[config.mk]
export PLATFORM = sky130hd
export DESIGN_NAME = i2s_tx_serializer
export DESIGN_NICKNAME = d
export VERILOG_FILES = /design/src/rtl/i2s_tx_serializer.sv
export SDC_FILE = /design/constraint.sdc
export NUM_CORES = 1
export LEC_CHECK = 0
export CELL_PAD_IN_SITES_DETAIL_PLACEMENT = 1
export CELL_PAD_IN_SITES_GLOBAL_PLACEMENT = 1
export CORE_MARGIN = 2
export CORE_UTILIZATION = 47
export DETAILED_ROUTE_END_ITERATION = 8
export PLACE_DENSITY_LB_ADDON = 0.1
export SLEW_MARGIN = 40
export SYNTH_ARGS = -nofsm -noshare
export SYNTH_HDL_FRONTEND = slang
export SYNTH_SLANG_ARGS = --single-unit
[constraint.sdc]
create_clock -name clkI2SBit_i -period 4.1 [get_ports clkI2SBit_i]
set_clock_uncertainty 0.15 [all_clocks]
set_input_delay 0.615 -clock clkI2SBit_i [delete_from_list [all_inputs] [get_ports clkI2SBit_i]]
set_output_delay 0.615 -clock clkI2SBit_i [all_outputs]
set_load 0.05 [all_outputs]
[src/rtl/i2s_tx_serializer.sv]
// I2S transmit serializer: reads the CDC FIFO once per channel slot and shifts samples out MSB-first with the one-bit WS delay.
// Optional feature I2S_TX_HOLD_LAST_EN: on underrun, replay the channel's last loaded sample instead of muting.
module i2s_tx_serializer #(
  parameter int PKT_WIDTH = 16,
  parameter int RD_LEAD   = 4
) (
  input  logic                 clkI2SBit_i,
  input  logic                 rstI2S_i,
  input  logic [PKT_WIDTH-1:0] pkt_i,
  input  logic                 pktChanged_i,
  output logic                 rdEN_o,
  output logic                 lrclk_o,
  output logic                 sdata_o,
  output logic                 underrun_o
);

  localparam int CW = $clog2(PKT_WIDTH);
  localparam logic [CW-1:0] LAST_CNT   = CW'(PKT_WIDTH - 1);
  localparam logic [CW-1:0] RD_PRE_CNT = CW'(PKT_WIDTH - RD_LEAD - 1);

  logic [CW-1:0]        bitCnt_q, bitCnt_d;
  logic                 lrclk_q, lrclk_d;
  logic                 sdata_q, sdata_d;
  logic                 rdEN_q, rdEN_d;
  logic                 underrun_q, underrun_d;
  logic [PKT_WIDTH-1:0] shiftReg_q, shiftReg_d;
  logic [PKT_WIDTH-1:0] hold_q, hold_d;
  logic                 holdValid_q, holdValid_d;
  logic                 loadEdge;
  logic                 fresh;
  logic [PKT_WIDTH-1:0] freshPkt;
`ifdef I2S_TX_HOLD_LAST_EN
  logic [PKT_WIDTH-1:0] lastL_q, lastL_d;
  logic [PKT_WIDTH-1:0] lastR_q, lastR_d;
`endif

  always_ff @(posedge clkI2SBit_i or posedge rstI2S_i) begin
    if (rstI2S_i) begin
      bitCnt_q    <= '0;
      lrclk_q     <= 1'b0;
      sdata_q     <= 1'b0;
      rdEN_q      <= 1'b0;
      underrun_q  <= 1'b0;
      shiftReg_q  <= '0;
      hold_q      <= '0;
      holdValid_q <= 1'b0;
`ifdef I2S_TX_HOLD_LAST_EN
      lastL_q     <= '0;
      lastR_q     <= '0;
`endif
    end else begin
      bitCnt_q    <= bitCnt_d;
      lrclk_q     <= lrclk_d;
      sdata_q     <= sdata_d;
      rdEN_q      <= rdEN_d;
      underrun_q  <= underrun_d;
      shiftReg_q  <= shiftReg_d;
      hold_q      <= hold_d;
      holdValid_q <= holdValid_d;
`ifdef I2S_TX_HOLD_LAST_EN
      lastL_q     <= lastL_d;
      lastR_q     <= lastR_d;
`endif
    end
  end

  // A strobe coinciding with the load edge bypasses the hold register.
  always_comb begin
    loadEdge    = (bitCnt_q == LAST_CNT);
    fresh       = pktChanged_i | holdValid_q;
    freshPkt    = pktChanged_i ? pkt_i : hold_q;
    bitCnt_d    = loadEdge ? '0 : bitCnt_q + 1'b1;
    lrclk_d     = lrclk_q ^ loadEdge;
    sdata_d     = shiftReg_q[PKT_WIDTH-1];
    rdEN_d      = (bitCnt_q == RD_PRE_CNT);
    underrun_d  = 1'b0;
    shiftReg_d  = {shiftReg_q[PKT_WIDTH-2:0], 1'b0};
    hold_d      = hold_q;
    holdValid_d = holdValid_q;
`ifdef I2S_TX_HOLD_LAST_EN
    lastL_d     = lastL_q;
    lastR_d     = lastR_q;
`endif
    if (loadEdge) begin
      holdValid_d = 1'b0;
      underrun_d  = ~fresh;
      if (fresh) begin
        shiftReg_d = freshPkt;
`ifdef I2S_TX_HOLD_LAST_EN
        // The slot being loaded is left when the current WS is right.
        if (lrclk_q) lastL_d = freshPkt;
        else         lastR_d = freshPkt;
`endif
      end else begin
`ifdef I2S_TX_HOLD_LAST_EN
        shiftReg_d = lrclk_q ? lastL_q : lastR_q;
`else
        shiftReg_d = '0;
`endif
      end
    end else if (pktChanged_i) begin
      hold_d      = pkt_i;
      holdValid_d = 1'b1;
    end
  end

  assign rdEN_o     = rdEN_q;
  assign lrclk_o    = lrclk_q;
  assign sdata_o    = sdata_q;
  assign underrun_o = underrun_q;

endmodule

# Word-level counts from Yosys, hierarchy flattened
# Cells that the tools add are included.
[classes]
n_bitwise = 3
muxes = 7
eq_ne = 2
n_reduce_logical = 1
add_sub_neg = 1
[ops]
columns = ["op", "n"]
rows = [
  ["16-bit two-way mux", 3],
  ["4-bit equality test, second input constant", 2],
  ["4-bit by 1-bit adder with 4-bit output, second input constant", 1],
  ["4-bit two-way mux", 1],
  ["1-bit two-way mux", 3],
  ["2-bit nonzero test", 1],
  ["1-bit NOT", 1],
  ["1-bit bitwise OR", 1],
  ["1-bit XOR", 1],
]
[word_totals]
out_inout_bits = 4
wordCells = 22
regBits = 41
in_bits = 19

# Longest topological paths before layout
[depth]
word_depth = 3
ltp_mapped = 5

# Least setup slack after synthesis
# OpenSTA, ideal clock, no wires.
[synth_path]
kind = "register -> register"
start = "register bitCnt_q[0]"
end = "register hold_q[10]"
slack_ns = 2.499
setup_ns = 0.125
synth_period_minus_slack_ns = 1.601
path_stages_with_launch = 6
arrival_ns = 1.325
path_cell_list = "dfrtp_1 ha_1 nand3_4 nand2_4 buf_12 mux2_4"
[synth_between]
elab_chain_len = 1
[synth_lines]
columns = ["element", "line", "source"]
rows = [
  ["start, declared", "21", "logic [CW-1:0] bitCnt_q, bitCnt_d;"],
  ["start signal, assigned", "52", "bitCnt_q <= bitCnt_d;"],
  ["4-bit equality test", "69", "loadEdge = (bitCnt_q == LAST_CNT);"],
  ["end signal, assigned", "58", "hold_q <= hold_d;"],
  ["end, declared", "27", "logic [PKT_WIDTH-1:0] hold_q, hold_d;"],
]
# Every way passes these cells.
# A chain may end at the register's enable or synchronous reset.

# Final worst setup path
[layout_path]
start = "register lrclk_q, in the netlist lrclk_o"
end = "output lrclk_o"
[layout_rtl]
columns = ["element", "line", "source"]
rows = [
  ["start, declared", "22", "logic lrclk_q, lrclk_d;"],
  ["start signal, assigned", "53", "lrclk_q <= lrclk_d;"],
  ["end, declared", "12", "output logic lrclk_o,"],
]
# No word-level cell between the ends.

==> flow_summary_export.csv <==
group,metric,value,unit
finish,seqCellArea,1030,um^2
placement,gp_congestion,0.755,
route,drc,0,
critical_path,critPathMaxStageDelay,0.81,ns
synth,synth_top_cell_by_area,"dfrtp_1",
synth,synth-seq-cells,41,
sta,rsz0062_at_grt,"false",
placement,placed_cell_area,1970,um^2
grt,grt_util_met3,6.25,%
sta,slew_violations,0,
worst_hold_path,hold_path.startpoint,"shiftReg_q[15]",
sta,maxSlewHeadroom,64.1,%
finish,area_growth,20.3,%
sta,finalHoldViolCount,0,
critical_path,r2r_cells,4,
clock_tree,cts_root_buf,"clkbuf_8",
critical_path,crit_required,3.34,ns
synth,ys_seq_area_share,59.2,%
floorplanning,num_io_pins,23,
route,ant_nets,0,
worst_hold_path,worstHoldPathType,"flop to flop",
sta,finalCritPeriodShare,54.6,%
critical_path,reg2reg_to,"hold_q[15]",
synth,synth_cells,138,
grt,met1_usage,24.0,%
clock_tree,tritoncts,"yes",
synth,syn_area,1730,um^2
power,switching_power,189,uW
floorplanning,chipHeight,64.7,um
critical_path,crit_chain,"clkdlybuf4s50_1",
sta,setup_viol,0,
synth,syn-num-nets,158,
critical_path,r2r-start,"bitCnt_q[0]",
clock_tree,htreeDepth,2,
floorplanning,initial_utilization,48.1,%
grt,grt_use_met2,28.4,%
grt,antenna_found_initial,0,
route,finalWirelength,3240,um
power,power_leakage,0.959,nW
sta,worstMarginPinSlew,0.538,ns
critical_path,end_kind,"primary output",
power,power_frac_seq,51.4,%
sta,finalSetupTns,0,ns
grt,grt_max_degree,42,
route,detail_route.wl_per_cell,15.5,um
synth,ys_types,25,
placement,place_hpwl,2010,um
finish,postLayoutCellArea,2080,um^2
power,pwr-share-comb,10.5,%
finish,n_antenna_cell,0,
finish,drive_gt1_share,16.8,%
finish,final_cell_count_no_fill,209,
critical_path,critPathSlowestCell,"clkdlybuf4s50_1",
grt,grt.total_usage,18.3,%
clock_tree,cts_sinks,41,
clock_tree,post_cts_buffers,0,
clock_tree,cts.reportedPaths.clkPinSlew,0.08,ns
critical_path,critical-path-top-delay-family,"buffers and inverters",
power,p_sw_share,21.6,%
grt,grt_pass1_vias,1196,
critical_path,r2r_slack,1.98,ns
route,dr.pass1.iters,4,
floorplanning,die_area,4190,um^2
synth,synth_top_area_share,59.2,%
synth,yosys-top-cells-area,"dfrtp_1 59%, mux2_4 8.7%, o21ai_0 4.9%, and3b_1 4.5%, mux2_2 3.9%",
clock_tree,ctsHoldBuffers,0,
critical_path,crit_type,"flop to primary output",
critical_path,path_buf_inv,1,
floorplanning,core,3610,um^2
finish,nets,180,
power,power_density,419,nW/um^2
power,power,874,uW
grt,grt_pass1_wl,5690,um
route,drtIter0Drc,35,
power,vdd_ir_drop_max,0.000244,V
route,vias,1094,
sta,fmax,447,MHz
critical_path,path_depth,1,
synth,ys_warn_count,0,
grt,busiest_layer,"met2",
critical_path,crit_end,"lrclk_o",
placement,dp.cells,201,
power,p_int,685,uW
critical_path,cp_max_fo,2,
floorplanning,core.rowCount,22,
clock_tree,cts.path.max_buffers,2,
run_status,status,"completed",
clock_tree,cts_made_buffers,5,
run,maxCapViolations,0,
route,via_per_inst,5.23,
critical_path,startpoint_type,"flop",
finish,multi_input_area,639,um^2
finish,fill_cells,354,
clock_tree,clock_latency,0.30,ns
power,power.clock.fraction,38.0,%
floorplanning,die_w,64.7,um
placement,portBuffers,22,
synth,syn_area_per_cell,12.6,um^2
clock_tree,cts_resized,0,
critical_path,arrival,1.47,ns
grt,globalRouteOverflowTotal,0,
sta,min_period,2.24,ns
critical_path,startpoint,"lrclk_o",
-- per-layer routing --
| layer | vias to the layer above | share of wire [%] |
|---|---|---|
| met1 | 542 | 48 |
| li1 | 526 | - |
| met5 | - | 0 |
| met3 | 8 | 3.3 |
| met2 | 18 | 46 |
| met4 | 0 | 2.3 |
-- cells in the mapped netlist (all sizes together) --
master  number
nor2b        1
and3         1
a22oi        7
mux2        16
o21ai       17
dfrtp       41
clkbuf       4
o21a         1
nand3        2
ha           1
buf          5
a31oi        1
and3b        9
a21oi       10
nor3         1
xnor2        1
xor2         1
nand2       16
nor2         1
inv          2
-- logic make-up after synthesis --
group	after synthesis	share of synthesized area [%]
fa+ha+maj	1	0.722
mux	16	12.6
flops	41	59.2
buf+inv	11	3.90
compound gates	36	11.6
xor+xnor	2	1.01
simple gates	31	11.0
-- stage by stage --
step           hold slack (ns)  utilization [%]  setup slack, ns
6_report                 0.215             57.8             1.86
5_1_grt                  0.229             57.8             1.82
4_1_cts                  0.219             57.8             1.85
3_5_place_dp             0.201             54.6             1.82
3_3_place_gp             0.204             54.6             1.87
2_1_floorplan            0.181                -             2.39
-- worst min path at each step --
stage                          to  cells past startpoint
after floorplan           sdata_o                      0
after global placement    sdata_o                      0
after detailed placement  sdata_o                      0
after CTS                 sdata_o                      0
after global routing      sdata_o                      0
final                     sdata_o                      0
-- cell usage in the layout (no fill, tap or decap), drive strengths merged, types with 7 or more instances in the layout --
master,netlist,final
and3b,9,9
mux2,16,16
clkdlybuf4s50,0,22
a21oi,10,10
dfrtp,41,41
clkbuf,4,7
nand2,16,16
o21ai,17,17
a22oi,7,7
-- power by group through the flow --
stage | sequential (mW) | combinational (mW) | clock (mW)
5_1_grt | 0.454 | 0.102 | 0.361
2_1_floorplan | 0.455 | 0.0597 | 0
4_1_cts | 0.450 | 0.0938 | 0.340
3_5_place_dp | 0.457 | 0.0926 | 0
3_3_place_gp | 0.456 | 0.0891 | 0
6_report | 0.449 | 0.0920 | 0.333
-- flip-flops by register name, summed over array words and instances (netlist names) --
name,flops
underrun_o,1
hold_q,16
lrclk_o,1
rdEN_o,1
sdata_o,1
shiftReg_q,16
bitCnt_q,4
holdValid_q,1
-- cell type report --
cell class	count	share of cell area (%)
Multi-Input combinational cell	86	30.7
Clock buffer	7	4.14
Sequential cell	41	49.2
Clock inverter	1	1.44
Tap cell	48	2.88
Inverter	2	0.360
Timing Repair Buffer	24	11.3
No activity file was read; power rests on OpenSTA's default activity.
==> RTL edit: new RTL, same settings <==
The parameter `PKT_WIDTH` goes from 16 to 8.
--- a/src/rtl/i2s_tx_serializer.sv
+++ b/src/rtl/i2s_tx_serializer.sv
@@ -1,7 +1,7 @@
 // I2S transmit serializer: reads the CDC FIFO once per channel slot and shifts samples out MSB-first with the one-bit WS delay.
 // Optional feature I2S_TX_HOLD_LAST_EN: on underrun, replay the channel's last loaded sample instead of muting.
 module i2s_tx_serializer #(
-  parameter int PKT_WIDTH = 16,
+  parameter int PKT_WIDTH = 8,
   parameter int RD_LEAD   = 4
 ) (
   input  logic                 clkI2SBit_i,
Ports: changed (resized pkt_i); port bits go from 23 to 15. The function was not compared with the original's and may differ.
==> RTL edit against the unedited design <==
  * Non-clock buffer count is 9 lower
  * Setup slack worse by 73 ps
  * Final area is 42% lower
  * Sequential cell count shrank 17
  * Routed wire length down 42%
  * Largest cell class unchanged
  * Global-route usage fell by 1.9 points
  * Area after synthesis down 40%
  * Power fell by 50%
  * Count of clock-buffer cells in the layout decreased by 3
==> RTL edit: results (changes against the unedited design) <==
Route
  – Initial drt markers: 6 (was 35)
  – Via count: 642 (was 1094)

Final layout
  – Layout cells sized above 1: 15.6% (was 16.8%)
  – Layout Cells excl Fill: 124 (was 209)
  – Post-layout nets: 112 (was 180)
  – Largest regs: hold_q x8, shiftReg_q x8, bitCnt_q x3 (was hold_q x16, shiftReg_q x16, bitCnt_q x4)

Place
  – Setup WS pre-CTS: 1640 ps (was 1820 ps)
  – RD Place Congestion: 0.701 (was 0.755)
  – Post-DP HPWL: 1230 µm (was 2010 µm)
  – Dpl cells: 120 (was 201)
  – Port Buffer Count: 14 (was 22)

Timing
  – Hold_ws: 216 ps (was 215 ps)
  – Fmax: 0.432 GHz (was 0.447 GHz)
  – Rel. slew slack: 54.4% (was 64.1%)

Synthesis
  – Synth Area in Compound Gates: 6.24% (was 11.6%)
  – Post-synth top cells: dfrtp_1 (24), mux2_4 (8), nand2_1 (8), nand3b_1 (8), nor2_1 (8) (was dfrtp_1 (41), o21ai_0 (17), nand2_1 (15))
  – Post-Synth XOR/XNOR Area: 0.839% (was 1.01%)
  – Synth Area in Adders: 4.80% (was 0.722%)
  – Mapped Cells: 83 (was 138)
  – Post-synthesis cell type count: 18 (was 25)
  – Largest cells by area after synthesis: dfrtp_1 (58%), mux2_4 (12%), nand3b_1 (5.8%), ha_1 (4.8%), a31oi_1 (4.2%) (was dfrtp_1 (59%), mux2_4 (8.7%), o21ai_0 (4.9%), and3b_1 (4.5%), mux2_2 (3.9%))
  – Syn nets: 98 (was 158)

Power and ir drop
  – P_seq: 261 µW (was 449 µW)
  – Clock Power Share: 28.3% (was 38.0%)
  – PwrDens: 359 mW/mm² (was 419 mW/mm²)
  – Int Power: 335 µW (was 685 µW)

Min path
  – Hold Crit Start: shiftReg_q[7] (was shiftReg_q[15])

Critical path
  – Critical Path AT: 2370 ps (was 1470 ps)
  – Crit path max fanout: 20 (was 2)
  – Critical path's slowest cell: nor2b_2 (was clkdlybuf4s50_1)
  – Flop2flop setup slack: 1790 ps (was 1980 ps)
  – Crit path largest cell delay: 580 ps (was 810 ps)
  – CP Launch Point: bitCnt_q[0] (was lrclk_o)

GRT
  – Pin count of the biggest net entering global routing: 25 (was 42)
  – First-pass GRT wire length: 3050 µm (was 5690 µm)
  – Vias in the first global route: 653 (was 1196)

Clocking
  – CTS Buf Count: 3 (was 5)
  – Root Driver: clkbuf_4 (was clkbuf_8)
  – H-tree depth: 1 (was 2)
  – Clock transition at path regs: 130 ps (was 80 ps)

Status
  – Status: completed (unchanged)
-- RTL edit: changes by cell type after synthesis, sizes merged, moves of 8 or more --
cell | unedited run | this run
a21oi | 10 | 0
nand3b | 0 | 8
mux2 | 16 | 8
and3b | 9 | 0
dfrtp | 41 | 24
o21ai | 17 | 1
nand2 | 16 | 8
-- RTL edit: final cells by class --
class                      instances  area (µm²)
clock buffer                       4        36.3
fill                             230         931
inverter                           3        11.3
multi-input combinational         50         387
sequential                        24         601
tap                               28        35.0
timing repair buffer              15         148
-- RTL edit: metrics by stage --
stage	area [µm²]	utilization, %
5_1_grt	1220	56.7
2_1_floorplan	1040	-
3_5_place_dp	1180	55.0
4_1_cts	1220	56.7
6_report	1220	56.7
3_3_place_gp	1180	54.9
-- RTL edit: routing by layer --
metal  vias to the layer above  global-route usage [%]  wire length (µm)
li1                        305                       -                 -
met1                       326                    22.5               923
met2                         9                    26.0               897
met3                         2                    2.63                53
met4                         0                    6.76                17
met5                         -                       0                 0
